--- src/rtl/rtc_bus_writer.sv ---
// Write-side master for the RTC's multiplexed AD port: one request becomes an
// address phase, a data phase and a recovery gap, each with programmable dwell.
module rtc_bus_writer #(
    parameter int unsigned T_SETUP  = 2,
    parameter int unsigned T_STROBE = 4,
    parameter int unsigned T_HOLD   = 2,
    parameter int unsigned T_GAP    = 4
) (
    input  logic       clk,
    input  logic       reset,
    input  logic       start,
    input  logic [7:0] addr,
    input  logic [7:0] data,
    output logic       busy,
    output logic       done,
    output logic [7:0] ad_out,
    output logic       ad_oe,
    output logic       cs_n,
    output logic       wr_n,
    output logic       rd_n,
    output logic       a_d
);

    localparam logic [3:0] LOAD_SETUP  = 4'(T_SETUP - 1);
    localparam logic [3:0] LOAD_STROBE = 4'(T_STROBE - 1);
    localparam logic [3:0] LOAD_HOLD   = 4'(T_HOLD - 1);
    localparam logic [3:0] LOAD_GAP    = 4'(T_GAP - 1);

    typedef enum logic [2:0] {
        IDLE,
        A_SETUP,
        A_STROBE,
        A_HOLD,
        D_SETUP,
        D_STROBE,
        D_HOLD,
        GAP
    } state_t;

    state_t     state;
    logic [3:0] count;
    logic [7:0] addr_q;
    logic [7:0] data_q;

    // This block never reads the RTC, so the read strobe is tied inactive.
    assign rd_n = 1'b1;

    // Outputs are set on the transition into each state, so every bus pin
    // is a flop and the values seen in a state are already stable on entry.
    always_ff @(posedge clk or posedge reset) begin
        if (reset) begin
            state  <= IDLE;
            count  <= 4'd0;
            addr_q <= 8'h00;
            data_q <= 8'h00;
            busy   <= 1'b0;
            done   <= 1'b0;
            ad_out <= 8'h00;
            ad_oe  <= 1'b0;
            cs_n   <= 1'b1;
            wr_n   <= 1'b1;
            a_d    <= 1'b1;
        end else begin
            case (state)
                IDLE: begin
                    done <= 1'b0;
                    if (start) begin
                        addr_q <= addr;
                        data_q <= data;
                        state  <= A_SETUP;
                        count  <= LOAD_SETUP;
                        busy   <= 1'b1;
                        ad_out <= addr;
                        ad_oe  <= 1'b1;
                        cs_n   <= 1'b0;
                        wr_n   <= 1'b1;
                        a_d    <= 1'b1;
                    end
                end

                A_SETUP: begin
                    ad_out <= addr_q;
                    if (count == 4'd0) begin
                        state <= A_STROBE;
                        count <= LOAD_STROBE;
                        wr_n  <= 1'b0;
                    end else begin
                        count <= count - 4'd1;
                    end
                end

                A_STROBE: begin
                    ad_out <= addr_q;
                    if (count == 4'd0) begin
                        state <= A_HOLD;
                        count <= LOAD_HOLD;
                        wr_n  <= 1'b1;
                    end else begin
                        count <= count - 4'd1;
                    end
                end

                // cs_n stays low across the phase boundary; only AD and a_d move.
                A_HOLD: begin
                    if (count == 4'd0) begin
                        state  <= D_SETUP;
                        count  <= LOAD_SETUP;
                        ad_out <= data_q;
                        a_d    <= 1'b0;
                    end else begin
                        count <= count - 4'd1;
                    end
                end

                D_SETUP: begin
                    if (count == 4'd0) begin
                        state <= D_STROBE;
                        count <= LOAD_STROBE;
                        wr_n  <= 1'b0;
                    end else begin
                        count <= count - 4'd1;
                    end
                end

                D_STROBE: begin
                    if (count == 4'd0) begin
                        state <= D_HOLD;
                        count <= LOAD_HOLD;
                        wr_n  <= 1'b1;
                    end else begin
                        count <= count - 4'd1;
                    end
                end

                D_HOLD: begin
                    if (count == 4'd0) begin
                        state  <= GAP;
                        count  <= LOAD_GAP;
                        cs_n   <= 1'b1;
                        ad_oe  <= 1'b0;
                        ad_out <= 8'h00;
                        a_d    <= 1'b1;
                    end else begin
                        count <= count - 4'd1;
                    end
                end

                GAP: begin
                    if (count == 4'd0) begin
                        state <= IDLE;
                        busy  <= 1'b0;
                        done  <= 1'b1;
                    end else begin
                        count <= count - 4'd1;
                    end
                end

                default: begin
                    state  <= IDLE;
                    count  <= 4'd0;
                    busy   <= 1'b0;
                    done   <= 1'b0;
                    ad_out <= 8'h00;
                    ad_oe  <= 1'b0;
                    cs_n   <= 1'b1;
                    wr_n   <= 1'b1;
                    a_d    <= 1'b1;
                end
            endcase
        end
    end

endmodule

--- config.mk ---
export PLATFORM = sky130hd
export DESIGN_NAME = rtc_bus_writer
export DESIGN_NICKNAME = d
export VERILOG_FILES = /design/src/rtl/rtc_bus_writer.sv
export SDC_FILE = /design/constraint.sdc
export NUM_CORES = 1
export LEC_CHECK = 0
export ABC_AREA = 1
export CAP_MARGIN = 20
export CORE_MARGIN = 4
export CORE_UTILIZATION = 53
export DETAILED_ROUTE_END_ITERATION = 16
export PLACE_DENSITY = 0.8
export SYNTH_ARGS = -nofsm -noshare
export SYNTH_HDL_FRONTEND = slang
export SYNTH_SLANG_ARGS = --single-unit
--- constraint.sdc ---
create_clock -name clk -period 2 [get_ports clk]
set_clock_uncertainty 0.2 [all_clocks]
set_input_delay 0.4 -clock clk [delete_from_list [all_inputs] [get_ports clk]]
set_output_delay 0.4 -clock clk [all_outputs]
set_load 0.03 [all_outputs]
* Word level (Yosys, flattened, before mapping) *
Index checks and enable logic that the tools add are counted.
W data, S select, Z words.

word-level totals
  bits in registers = 37
  bits in latches = 0
  bits in writable memories = 0
  ROM bits = 0
  bits of input ports = 19
  output and inout bits = 15
  logic and storage cells = 79
  memories kept = 0

cells by class
  add/sub/neg operators = 1
  multipliers = 0
  div/mod/pow operators = 0
  order comparisons = 0
  eq/ne operators = 18
  shifts and indexed selects = 0
  muxes and demuxes = 28
  bitwise operators = 0
  reductions and logical operators = 21

operators with widths
  kind                   number
  $pmux W8 S4            1
  $mux W3                8
  $mux W8                3
  $pmux W3 S8            1
  $ne A2 B2 Y1 const B   9
  $mux W4                4
  $pmux W4 S4            1
  $eq A3 B3 Y1 const B   4
  $reduce_and A4 Y1      3
  $pmux W1 S2            4
  $reduce_and A8 Y1      1
  $eq A3 B2 Y1 const B   2
  $pmux W1 S3            2
  $reduce_and A2 Y1      3
  $reduce_and A3 Y1      2
  $reduce_bool A3 Y1     2
  $reduce_or A2 Y1       3
  $reduce_or A3 Y1       2
  $logic_not A4 Y1       1
  $mux W1                4
  $ne A2 B1 Y1 const B   2
  $reduce_bool A2 Y1     2
  $reduce_bool A4 Y1     1
  $sub A4 B1 Y4 const B  1
  other kinds (2)        2

* Logic depth before layout (Yosys ltp) *
  depth in word-level cells = 4
  depth in mapped cells = 11
  depth with buffers taken out = 11

* Least setup slack after synthesis *
OpenSTA, ideal clock, no wires.

  path type = reg2reg
  start point = reg state[0]
  end point = reg ad_out[1]
  setup time = 0.117 ns
  data arrival time = 1.441 ns
  data required time = 1.683 ns
  slack = 0.242 ns
  cell stages (with the launch flop) = 12
  path buffers = 0
  period minus slack after synthesis = 1.758 ns
  path through = dfrtp_1 inv_1 ha_1 nand2_1 nand2_2 nand2_1 nand2_2 inv_4 nand2_8 inv_4 nand2_1 nand2_1

on the way
  cells in the longest elaborated chain, start to end = 4
  elaborated cells on any way between the ends = 12
  classes of those cells = eq/ne (7); mux (1); reduce/logical (4)

ends and longest elaborated chain
  element                                              line  source
  from (decl)                                          40    state_t state;
  from (signal assigned)                               52    state <= IDLE;
  from (signal assigned)                               70    state <= A_SETUP;
  from (signal assigned)                               84    state <= A_STROBE;
  $eq A3 B2 Y1 / $eq A3 B1 Y1 (equally long branches)  64    case (state)
  $reduce_or A2 Y1 (no line)                           n/a
  $reduce_bool A4 Y1 (no line)                         n/a
  $reduce_and A4 Y1 (no line)                          n/a
  to (signal assigned)                                 73    ad_out <= addr;
  to (signal assigned)                                 82    ad_out <= addr_q;
  to (signal assigned)                                 93    ad_out <= addr_q;
  to (decl)                                            16    output logic [7:0] ad_out,

Parallel ways exist; a longest one is shown, timed or not.
A chain may end at the register's enable or synchronous reset.

* Worst setup path in the final report *
  start point = reg ad_oe
  end point = out ad_oe

RTL lines
  element                 line  source
  from (decl)             17    output logic ad_oe,
  from (signal assigned)  59    ad_oe <= 1'b0;
  from (signal assigned)  74    ad_oe <= 1'b1;
  from (signal assigned)  140   ad_oe <= 1'b0;

No word-level cell between the ends.

==> reports/qor.txt <==
Synth Warn # = 0
CP Launch Type = register
Post-synthesis cell count = 263
Synthesized area per cell = 7.66 um2
Placed insts = 342
Crit-path cells = clkdlybuf4s50_1
CTS sink count = 37
Worst min path class = in2async
Outcome = complete, no violations
Number of synthesized register bits = 37
Num ports = 34
Sw Share = 48.6%
First-pass GRT wire length = 7840 um
Nets = 326
Combinational Power Share = 59.2%
Initial Util = 55.0%
DR WL/cell = 12.9 um
CTS max path bufs = 2
Post-route core utilization = 68.7%
Distinct cells, synth = 28
Grt met2 use = 30.8%
Crit Path Class = reg2out
Int Power = 2.43 mW
Crit share post-route = 96.3%
Via density = 5.08
Iteration-0 DRC Markers = 143
# diodes = 0
Crit-path max cell delay = 0.68 ns
Arrival @ worst endpoint = 1.33 ns
Slowest cell on the critical path = clkdlybuf4s50_1
Seq/Total Area, Yosys = 46.1%
Post-Synthesis Cell Area = 2010 um2
Reg power frac = 29.2%
DRC = 0
GR Util met1 = 26.5%
Row count = 22
Vias in the first global route = 1,726
Initial antenna violation count = 0
Clk pwr share = 11.6%
Busiest layer in global routing = met2
Routability cong. = 0.843
Layout cells sized above 1 = 12.9%
Commonest cells after routing, fill and taps aside = nand2_1, dfrtp_1, clkdlybuf4s50_1, nand3_1, inv_1
Post-synth net total = 288
Total track usage = 20.1%
CTS H-tree lvls = 2
Die width = 69.7 um
Max-Cap Viols = 0
P_sw = 2.30 mW
CP bufs+invs = 1
Core area = 3660 um2
Worst Path Max Fanout = 2
Maximum vdd drop = 0.854 mV
Total design power = 4.73 mW
Dpl ws = -0.00145 ns
Post-CTS Hold Fix Bufs = 0
Syn-to-layout area delta = 24.8%
Worst-path clk slew = 0.07 ns
Final Setup Violations = 0
Setup_tns = 0 ns
Gr ovfl total = 0
Final hold violations = 0
Clock root cell = clkbuf_8
WL final = 4510 um
CP endpoint kind = output pin
Crit path required time = 1.40 ns
Fin cells = 350
CP delay by family, top = buffers and inverters
CTS Buf Count = 5
Fin worst setup slack = 0.0739 ns
Drt pass-1 iters = 4
FMAX = 519 MHz
Die area = 4850 um2
Met3 usage = 5.80%
P per Cell Area = 1880 nW/um2
Post-route ant nets = 0
Final min period = 1.93 ns
Most common cell after layout, fill and taps aside = nand2_1
Clock Latency Late Sink = 0.29 ns
DIE HEIGHT = 69.7 um
Leakage = 1.33 nW
Final slew viol count = 0
Port bufs = 32
CTS tree = done
Dpl hpwl = 3230 um
DR vias = 1,777
Largest net degree at the start of global routing = 38
synthesized netlist by cell type (all sizes together):
cell | instances | share of area, %
dfstp | 3 | 3.9
nand4 | 2 | 0.62
nand2 | 134 | 28
a21oi | 2 | 0.50
o21ai | 8 | 2.2
inv | 21 | 4.3
nor3 | 1 | 0.25
o21a | 1 | 0.37
or2 | 1 | 0.31
o21bai | 2 | 0.93
nor2 | 16 | 3.9
buf | 6 | 2.4
ha | 6 | 3.7
nand3 | 25 | 6.2
conb | 1 | 0.19
dfrtp | 34 | 42
sequential cells by signal (all words and copies together), names as in the netlist, 3 cells and up:
name and cells:
state 3, addr_q 8, count 4, ad_out 8, data_q 8
metal layers:
layer / vias up / part of all wire, %
met1: 826 / 44
met4: 0 / 1.9
met5: - / 0
met2: 54 / 48
li1: 890 / -
met3: 7 / 5.7
worst paths after layout:
path                                start  slack (ns)  cells past startpoint         to
worst max-delay path                ad_oe        0.07                      1      ad_oe
worst min-delay path                reset        0.26                      3   count[1]
worst max register to register   state[1]        0.13                      9  ad_out[4]
worst min register to register  addr_q[2]        0.28                      2  addr_q[2]
max in group asynchronous           reset        1.09                      3       cs_n
min in group clk                addr_q[2]        0.28                      2  addr_q[2]
final cells by class:
type                            count  area, um2
Fill cell                         317       1150
Multi-Input combinational cell    199        976
Clock buffer                        7       86.3
Inverter                           21       86.3
Clock inverter                      1       7.51
Sequential cell                    37        931
Tap cell                           48       60.1
Timing Repair Buffer               37        367
timing repair:
action / 4_1_cts / 5_1_grt
pin swaps: 0 / 2
endpoints found under the hold margin: 0 / 0
buffers inserted: 0 / 0
endpoints found under the setup margin: 7 / 12
resized for setup: 4 / 6
gates cloned: 0 / 0
worst register-to-register path: cells and delay by family (launching register included):
family | cells | cell delay, ns
simple gates | 7 | 0.80
flops | 1 | 0.45
fa+ha+maj | 1 | 0.25
buf+inv | 1 | 0.06
through the flow:
step                      cell area (um2)  hold slack [ns]
final                                2510            0.261
after global routing                 2510            0.279
after CTS                            2490            0.267
after detailed placement             2400            0.264
after global placement               2400            0.253
after floorplan                      2010            0.242
kinds of logic (layout without fill, tap and decap cells):
group,Yosys count,count (layout),synth area share (%)
simple gates,179,179,39.3
flops,37,37,46.1
buf+inv,27,66,6.65
compound gates,13,13,3.98
fa+ha+maj,6,6,3.73
other cells,1,1,0.186
power by group through the flow:
stage | Clock, mW | Sequential, mW | Combinational [mW]
final | 0.549 | 1.38 | 2.80
after detailed placement | 0 | 1.38 | 2.78
after global routing | 0.600 | 1.42 | 3.15
after floorplan | 0 | 1.56 | 1.85
after global placement | 0 | 1.36 | 2.70
after CTS | 0.553 | 1.37 | 2.78
(Power assumes the default switching activity.)
